===== src/rtl/mips_multicycle_ctrl.sv =====
// Main control FSM for the multicycle MIPS datapath: fetch/decode/execute/memory/writeback.
// Optional macro MULT_WATCHDOG_EN adds a multiplier timeout (MULT_TIMEOUT, mult_timeout).
module mips_multicycle_ctrl #(
  parameter int unsigned OPW  = 6,
  parameter int unsigned ST_W = 4
`ifdef MULT_WATCHDOG_EN
  ,
  parameter int unsigned MULT_TIMEOUT = 64
`endif
) (
  input  logic            clk,
  input  logic            reset,
  input  logic [OPW-1:0]  opcode,
  input  logic [OPW-1:0]  funct,
  input  logic            zero,
  input  logic            mem_ready,
  input  logic            mult_done,
  output logic            mem_read,
  output logic            mem_write,
  output logic            iord,
  output logic            ir_write,
  output logic            pc_write,
  output logic [1:0]      pc_src,
  output logic            alu_src_a,
  output logic [1:0]      alu_src_b,
  output logic [1:0]      alu_op,
  output logic            reg_write,
  output logic [1:0]      reg_dst,
  output logic [1:0]      mem_to_reg,
  output logic            mult_start,
  output logic            illegal_op,
`ifdef MULT_WATCHDOG_EN
  output logic            mult_timeout,
`endif
  output logic [ST_W-1:0] state_o
);

  typedef enum logic [3:0] {
    StFetch  = 4'd0,  StDecode = 4'd1,  StMemAdr = 4'd2,  StMemRd = 4'd3,
    StMemWb  = 4'd4,  StMemWr  = 4'd5,  StExecR  = 4'd6,  StAluWb = 4'd7,
    StExecI  = 4'd8,  StIwb    = 4'd9,  StBranch = 4'd10, StJump  = 4'd11,
    StJal    = 4'd12, StJr     = 4'd13, StMult   = 4'd14, StMwait = 4'd15
  } state_e;

  localparam logic [OPW-1:0] OpRtype = OPW'(6'h00);
  localparam logic [OPW-1:0] OpJ     = OPW'(6'h02);
  localparam logic [OPW-1:0] OpJal   = OPW'(6'h03);
  localparam logic [OPW-1:0] OpBeq   = OPW'(6'h04);
  localparam logic [OPW-1:0] OpBne   = OPW'(6'h05);
  localparam logic [OPW-1:0] OpAddi  = OPW'(6'h08);
  localparam logic [OPW-1:0] OpSlti  = OPW'(6'h0A);
  localparam logic [OPW-1:0] OpAndi  = OPW'(6'h0C);
  localparam logic [OPW-1:0] OpOri   = OPW'(6'h0D);
  localparam logic [OPW-1:0] OpLui   = OPW'(6'h0F);
  localparam logic [OPW-1:0] OpLw    = OPW'(6'h23);
  localparam logic [OPW-1:0] OpSw    = OPW'(6'h2B);
  localparam logic [OPW-1:0] FnJr    = OPW'(6'h08);
  localparam logic [OPW-1:0] FnMflo  = OPW'(6'h12);
  localparam logic [OPW-1:0] FnMult  = OPW'(6'h18);

  state_e r_state;
  state_e w_state_nxt;
  logic   r_mflo;
  logic   r_illegal;
  logic   w_illegal_nxt;
  logic   w_is_r;
  logic   w_mflo_dec;
  logic   w_wd_expire;

  assign w_is_r     = (opcode == OpRtype);
  assign w_mflo_dec = w_is_r && (funct == FnMflo);

`ifdef MULT_WATCHDOG_EN
  logic [6:0] r_wd_cnt;
  logic       r_timeout;

  assign w_wd_expire = (r_state == StMwait) && !mult_done &&
                       (r_wd_cnt == 7'(MULT_TIMEOUT - 1));
  assign mult_timeout = r_timeout;

  always_ff @(posedge clk or negedge reset) begin
    if (!reset) begin
      r_wd_cnt  <= 7'd0;
      r_timeout <= 1'b0;
    end else begin
      r_timeout <= w_wd_expire;
      if (r_state == StMult) r_wd_cnt <= 7'd0;
      else if (r_state == StMwait) r_wd_cnt <= r_wd_cnt + 7'd1;
    end
  end
`else
  assign w_wd_expire = 1'b0;
`endif

  always_ff @(posedge clk or negedge reset) begin
    if (!reset) begin
      r_state   <= StFetch;
      r_mflo    <= 1'b0;
      r_illegal <= 1'b0;
    end else begin
      r_state   <= w_state_nxt;
      r_illegal <= w_illegal_nxt;
      // mflo rides through ALUWB; the flag only retargets the writeback mux
      if (r_state == StDecode) r_mflo <= w_mflo_dec;
      else if (r_state == StAluWb) r_mflo <= 1'b0;
    end
  end

  always_comb begin
    w_state_nxt   = r_state;
    w_illegal_nxt = 1'b0;
    unique case (r_state)
      StFetch:  if (mem_ready) w_state_nxt = StDecode;
      StDecode: begin
        w_state_nxt = StFetch;
        if (w_is_r) begin
          if (funct == FnJr)        w_state_nxt = StJr;
          else if (funct == FnMult) w_state_nxt = StMult;
          else if (funct == FnMflo) w_state_nxt = StAluWb;
          else                      w_state_nxt = StExecR;
        end else begin
          case (opcode)
            OpLw, OpSw:                           w_state_nxt = StMemAdr;
            OpBeq, OpBne:                         w_state_nxt = StBranch;
            OpAddi, OpSlti, OpAndi, OpOri, OpLui: w_state_nxt = StExecI;
            OpJ:                                  w_state_nxt = StJump;
            OpJal:                                w_state_nxt = StJal;
            default:                              w_illegal_nxt = 1'b1;
          endcase
        end
      end
      StMemAdr: w_state_nxt = (opcode == OpLw) ? StMemRd : StMemWr;
      StMemRd:  if (mem_ready) w_state_nxt = StMemWb;
      StMemWr:  if (mem_ready) w_state_nxt = StFetch;
      StExecR:  w_state_nxt = StAluWb;
      StExecI:  w_state_nxt = StIwb;
      StMult:   w_state_nxt = StMwait;
      StMwait:  if (mult_done || w_wd_expire) w_state_nxt = StFetch;
      default:  w_state_nxt = StFetch;
    endcase
  end

  // Outputs are forced low while reset is held, even though the state already reads FETCH.
  always_comb begin
    mem_read   = 1'b0;
    mem_write  = 1'b0;
    iord       = 1'b0;
    ir_write   = 1'b0;
    pc_write   = 1'b0;
    pc_src     = 2'd0;
    alu_src_a  = 1'b0;
    alu_src_b  = 2'd0;
    alu_op     = 2'd0;
    reg_write  = 1'b0;
    reg_dst    = 2'd0;
    mem_to_reg = 2'd0;
    mult_start = 1'b0;
    if (reset) begin
      unique case (r_state)
        StFetch: begin
          mem_read  = 1'b1;
          alu_src_b = 2'd1;
          ir_write  = mem_ready;
          pc_write  = mem_ready;
        end
        StDecode: alu_src_b = 2'd3;
        StMemAdr: begin
          alu_src_a = 1'b1;
          alu_src_b = 2'd2;
        end
        StMemRd: begin
          mem_read = 1'b1;
          iord     = 1'b1;
        end
        StMemWb: begin
          reg_write  = 1'b1;
          mem_to_reg = 2'd1;
        end
        StMemWr: begin
          mem_write = 1'b1;
          iord      = 1'b1;
        end
        StExecR: begin
          alu_src_a = 1'b1;
          alu_op    = 2'd2;
        end
        StAluWb: begin
          reg_write  = 1'b1;
          reg_dst    = 2'd1;
          mem_to_reg = r_mflo ? 2'd3 : 2'd0;
        end
        StExecI: begin
          alu_src_a = 1'b1;
          alu_src_b = 2'd2;
          alu_op    = 2'd2;
        end
        StIwb: reg_write = 1'b1;
        StBranch: begin
          alu_src_a = 1'b1;
          alu_op    = 2'd1;
          pc_src    = 2'd1;
          pc_write  = (opcode == OpBne) ? !zero : zero;
        end
        StJump: begin
          pc_src   = 2'd2;
          pc_write = 1'b1;
        end
        StJal: begin
          pc_src     = 2'd2;
          pc_write   = 1'b1;
          reg_write  = 1'b1;
          reg_dst    = 2'd2;
          mem_to_reg = 2'd2;
        end
        StJr: begin
          pc_src   = 2'd3;
          pc_write = 1'b1;
        end
        StMult:  mult_start = 1'b1;
        StMwait: mult_start = 1'b0;
      endcase
    end
  end

  assign illegal_op = r_illegal;
  assign state_o    = ST_W'(r_state);

endmodule


===== config.mk =====
export PLATFORM = sky130hd
export DESIGN_NAME = mips_multicycle_ctrl
export DESIGN_NICKNAME = d
export VERILOG_FILES = /design/src/rtl/mips_multicycle_ctrl.sv
export SDC_FILE = /design/constraint.sdc
export NUM_CORES = 1
export LEC_CHECK = 0
export BUFFER_PORTS_ARGS = -buffer_cell sky130_fd_sc_hd__buf_2
export CAP_MARGIN = 25
export CORE_MARGIN = 2
export CORE_UTILIZATION = 39
export DETAILED_ROUTE_END_ITERATION = 8
export GPL_TIMING_DRIVEN = 0
export HOLD_SLACK_MARGIN = 0.1
export PLACE_DENSITY_LB_ADDON = 0.05
export SYNTH_ARGS = -nofsm -noshare
export SYNTH_HDL_FRONTEND = slang
export SYNTH_SLANG_ARGS = --single-unit
export TNS_END_PERCENT = 1

===== constraint.sdc =====
create_clock -name clk -period 1.8 [get_ports clk]
set_clock_uncertainty 0.05 [all_clocks]
set_input_delay 0.09 -clock clk [delete_from_list [all_inputs] [get_ports clk]]
set_output_delay 0.09 -clock clk [all_outputs]
set_load 0.03 [all_outputs]

==> results_dict.tcl, run 1 <==
set metrics [dict create \
    die_area_um2 2540 \
    slew_headroom 0.7728 \
    drt-initial-drc-count 22 \
    seq_area_frac_synth 0.1788 \
    hold_class "in -> reg" \
    synth_fp_nets 144 \
    avgSynthCellArea_um2 6.611 \
    worstSetupEndpointType "primary output" \
    crit_path_start "state_o[0]" \
    postSynth.asyncResetShare 1.000 \
    grt_overflow 0 \
    rr_endpoint "state_o[1]" \
    cts_tree "built" \
    maxCapViolCount 0 \
    final_nets 191 \
    ios 40 \
    vdd_ir_drop_max_mv 0.6200 \
    rsz0062_at_grt "true" \
    worstMarginPinSlew_ns 0.3381 \
    final.setup.tns_ns -0.008990 \
    synth_top_cell_area_share 0.1788 \
    final_cell_mix "buf_2 (39), nor2_1 (19), nand2_1 (12)" \
    finalMaxSlewViolations 0 \
    drc_errors 0 \
    critPathRequiredTime_ns 1.66 \
    vias 1097 \
    synth_edf_count 0 \
    initial_utilization 0.4194 \
    p_per_area_nw_per_um2 1268 \
    clk-insertion-delay-late_ns 0.25 \
    cp-start-kind "register" \
    fin_ws_ns -0.008990 \
    wl_met3_um 198 \
    die_y_um 50.40 \
    finalWeightedCongestion 0.8141 \
    placed_area_um2 1072 \
    fin_area_um2 1166 \
    wl_mm 2.665 \
    grt_antenna_before_repair 0 \
    r2r_cells 4 \
    std_cell_rows 16 \
    leakagePower_nw 0.5454 \
    violations "setup timing" \
    cts_root_buffer "clkbuf_4" \
    timing.rr.start "state_o[3]" \
    core_area_um2 2002 \
    htreeDepth 1 \
    clock_sinks 6 \
    grt_pass1_wl_mm 4.374 \
    ys_ff_latch 6 \
    stdcell_count 199 \
    yosys_most_used_dff "dfrtp_1" \
    ant_nets 0 \
    track_usage 0.2197 \
    final-hold-violation-count 0 \
    cts_setup_buffers 0 \
    cts_max_path_buffers 2 \
    cts_buffers 3 \
    critical_path_peak_fanout 10 \
    setup_viol 1 \
    drive_above_1_share 0.3314 \
    syn-instance-count 127 \
    yosysUniqueCellTypes 38 \
    crit_end "alu_src_b[1]" \
    drt-pass1-iter-count 4 \
    dp_cells 192 \
    yosysWarningCount 0 \
    grt_max_degree 11 \
    clkTransAtPathRegs_ns 0.06 \
    synth_area_leaders "dfrtp_1 (18%), nor2_1 (8.9%), nor3_1 (5.4%)" \
    layout_commonest_cell "buf_2" \
    wl_met2_mm 1.212 \
    die_w_um 50.40 \
    dp_hpwl_mm 2.002 \
    reg2reg_slack_ns 0.23 \
    area.growth.synth_to_final_pct 38.90 \
    drt-met1-wl_mm 1.253 \
    synth_area_um2 839.6 \
    wl_per_cell_um 13.39 \
    grt_pass1_vias 957 \
    critPathKind "reg -> out" \
    finalCritPeriodShare 1.005 \
    yosysTopAreaCell "dfrtp_1" \
    outcome "finished, violations left" \
    diodes 0 \
    critPathArrivalTime_ns 1.67 \
    fin_crit_ns 1.809 \
    highest_layer "met3" \
    port_buffers 38 \
    viasPerCell 5.513 \
    total_power_w 0.001478 \
    hold_slack_ns 0.1219 \
    fmax_mhz 552.8 \
]
[per-stage QoR]
stage / worst slack (ns) / util
2_1_floorplan: -0.1858 / -
3_3_place_gp: 0.1639 / 0.5356
3_5_place_dp: 0.1651 / 0.5356
4_1_cts: -0.01164 / 0.5725
5_1_grt: -0.08224 / 0.5825
6_report: -0.008990 / 0.5825
[state kept, by name, indices dropped and copies added, names as in the netlist]
name,flops
state_o,4
illegal_op,1
r_mflo,1
[cell families after synthesis]
group	Yosys count	share of synthesized area
buffers and inverters	13	0.07005
AO/OA/AOI/OAI	34	0.2713
flip-flops	6	0.1788
AND/OR/NAND/NOR	70	0.4367
multiplexers	1	0.01192
XOR/XNOR	3	0.03130
[repair_timing]
action	CTS	global route
resized for setup	5	7
setup endpoints to repair	6	9
pin swaps	0	0
hold buffers	4	0
endpoints found under the hold margin	8	0
[synth_stat cells, types with 2 or more instances]
cell and n:
nor2b_1 3, dfrtp_1 6, a22oi_1 3, a21oi_1 8
nand2b_1 6, o31ai_1 3, nand3_1 6, nor3b_1 4
inv_1 5, o21ai_0 6, nor2_1 20, buf_2 8
nand2_1 12, xnor2_1 2, o21ai_1 2, o22ai_1 3
nor3_1 9
[critical path: stages, from the launching register on]
cell and delay (ns):
dfrtp_2 0.47, buf_4 0.20, nor2_2 0.15, nand2_1 0.09
o21ai_1 0.08, nor3b_1 0.22, buf_4 0.20
[layout make-up]
cell class                      instances  area (um2)
Buffer                                  8       53.80
Clock buffer                            3       22.52
Fill cell                             209       835.8
Inverter                                5       18.77
Multi-Input combinational cell        108       648.1
Sequential cell                         6       151.4
Tap cell                               27       33.78
Timing Repair Buffer                   42       237.7
[routing by layer]
layer	up-vias	global-route usage
li1	556	-
met1	494	0.3114
met2	47	0.3640
met3	0	0.03869
met4	0	0.01351
met5	-	0
[power by group]
group          leakage, nW  internal (W)  switching [W]
combinational        0.452      0.000384       0.000733
clock               0.0138     0.0000760      0.0000566
sequential          0.0792      0.000180      0.0000490
total                0.545      0.000640       0.000839
[how the worst min path moves through the flow]
stage | from | endpoint | depth (start not counted)
2_1_floorplan | reset | illegal_op | 0
3_5_place_dp | reset | state_o[1] | 1
3_3_place_gp | reset | state_o[3] | 1
5_1_grt | funct[5] | r_mflo | 4
4_1_cts | funct[5] | r_mflo | 4
6_report | funct[5] | r_mflo | 4
Note: power is estimated with default switching activity, not from simulation.
==> run 2, diff against run 1 <==
Settings changed: CORE_UTILIZATION 39 to 40, TNS_END_PERCENT 1 to 30.
==> results_dict.tcl, run 2 (synthesis results as in run 1) <==
set metrics [dict create \
    stdcell_count 199 \
    crit_path_start "state_o[1]" \
    setup_viol 0 \
    use_met1 0.3371 \
    grt_max_degree 11 \
    port_buffers 38 \
    finalWeightedCongestion 0.8429 \
    finalCritPeriodShare 0.9843 \
    worstSetupEndpointType "primary output" \
    drc_errors 0 \
    cts_tree "built" \
    initial_utilization 0.4279 \
    rsz0062_at_grt "true" \
    ant_nets 0 \
    final_nets 191 \
    htreeDepth 1 \
    worstMarginPinSlew_ns 0.3644 \
    grt_antenna_before_repair 0 \
    fmax_mhz 564.4 \
    grt-busiest-layer "met2" \
    grt_pass1_wl_mm 4.719 \
    die_area_um2 2482 \
    cts_root_buffer "clkbuf_4" \
    core_area_um2 1962 \
    wl_per_cell_um 13.87 \
    p_per_area_nw_per_um2 1301 \
    hold_class "in -> reg" \
    viasPerCell 5.593 \
    fill_cells 218 \
    clock_sinks 6 \
    layout_commonest_cell "buf_2" \
    clkTransAtPathRegs_ns 0.05 \
    critPathKind "reg -> out" \
    reg2reg_slack_ns 0.34 \
    diodes 0 \
    largest_reg_flops 4 \
    placed_area_um2 1072 \
    maxCapViolCount 0 \
    grt_overflow 0 \
    use_met2 0.3867 \
    drt-pass1-iter-count 4 \
    dp_cells 192 \
    std_cell_rows 16 \
    cts_buffers 3 \
    clk-insertion-delay-late_ns 0.24 \
    leakagePower_nw 0.5509 \
    fin_area_um2 1170 \
    final_cell_mix "buf_2 (38), nor2_1 (18), nand2_1 (12)" \
    timing.rr.start "state_o[1]" \
    dp_hpwl_mm 2.053 \
    drt-initial-drc-count 27 \
    fin_crit_ns 1.772 \
    vias 1113 \
    use_met3 0.04242 \
    area.growth.synth_to_final_pct 39.34 \
    final-hold-violation-count 0 \
    wl_mm 2.761 \
    cp-start-kind "register" \
    critical_path_peak_fanout 10 \
    ios 40 \
    grt_pass1_vias 1068 \
    cts_max_path_buffers 2 \
    track_usage 0.2411 \
    vdd_ir_drop_max_mv 0.5687 \
    die_y_um 49.82 \
    die_w_um 49.82 \
    critPathRequiredTime_ns 1.66 \
    finalMaxSlewViolations 0 \
    outcome "finished clean" \
    slew_headroom 0.7551 \
    worstHoldStart "funct[4]" \
    critPathArrivalTime_ns 1.63 \
    drive_above_1_share 0.3488 \
]
-- run 2: layout make-up --
class	count	area [um2]	area share
clock buffers	3	22.52	0.01925
flip-flops and latches	6	151.4	0.1294
repair buffers	42	232.7	0.1989
plain buffers	8	60.06	0.05134
well taps	27	33.78	0.02888
inverters	5	18.77	0.01604
multi-input cells	108	650.6	0.5562
-- run 2: path summary, 6_finish.rpt --
| kind | end | cells past startpoint |
|---|---|---|
| min in group asynchronous | r_mflo | 2 |
| max in group asynchronous | state_o[0] | 2 |
| worst min register to register | r_mflo | 2 |
| worst max register to register | state_o[0] | 5 |
| worst min-delay path | r_mflo | 3 |
| worst max-delay path | alu_src_b[1] | 6 |
-- run 2: stage by stage --
| stage | hold slack (ns) | util | setup WS (ns) | total power [W] | setup TNS, ns |
|---|---|---|---|---|---|
| 3_3_place_gp | -0.07569 | 0.5466 | 0.1715 | 0.001265 | 0 |
| 5_1_grt | 0.1166 | 0.5963 | -0.1046 | 0.001640 | -0.2057 |
| 3_5_place_dp | -0.07085 | 0.5466 | 0.1190 | 0.001280 | 0 |
| 2_1_floorplan | -0.2556 | - | -0.1858 | 0.0009941 | -0.5547 |
| 6_report | 0.1114 | 0.5963 | 0.02830 | 0.001522 | 0 |
| 4_1_cts | 0.1143 | 0.5759 | 0.008239 | 0.001440 | 0 |
-- run 2: per-layer routing --
metal	routed length (um)	share of wire
met1	1312	0.48
met2	1303	0.47
met3	129	0.047
met4	15	0.0054
met5	0	0
-- run 2: critical path, stage by stage (launching register included) --
cell and delay [ns]:
dfrtp_1 0.36, clkbuf_4 0.21, nor2b_2 0.20, nor2_1 0.08, o21ai_1 0.12, nor3b_1 0.22
buf_4 0.20
-- run 2: repair_timing --
item / 4_1_cts / 5_1_grt
setup buffers: 0 / 2
hold endpoints to repair: 7 / 0
hold buffers: 2 / 0
endpoints found under the setup margin: 6 / 10
resized for setup: 6 / 11
-- run 2: where the power goes --
group	total, W	internal [W]	leakage [nW]	switching, W
clock	0.000121	0.0000752	0.0138	0.0000456
sequential	0.000234	0.000180	0.0792	0.0000538
combinational	0.00117	0.000415	0.458	0.000752
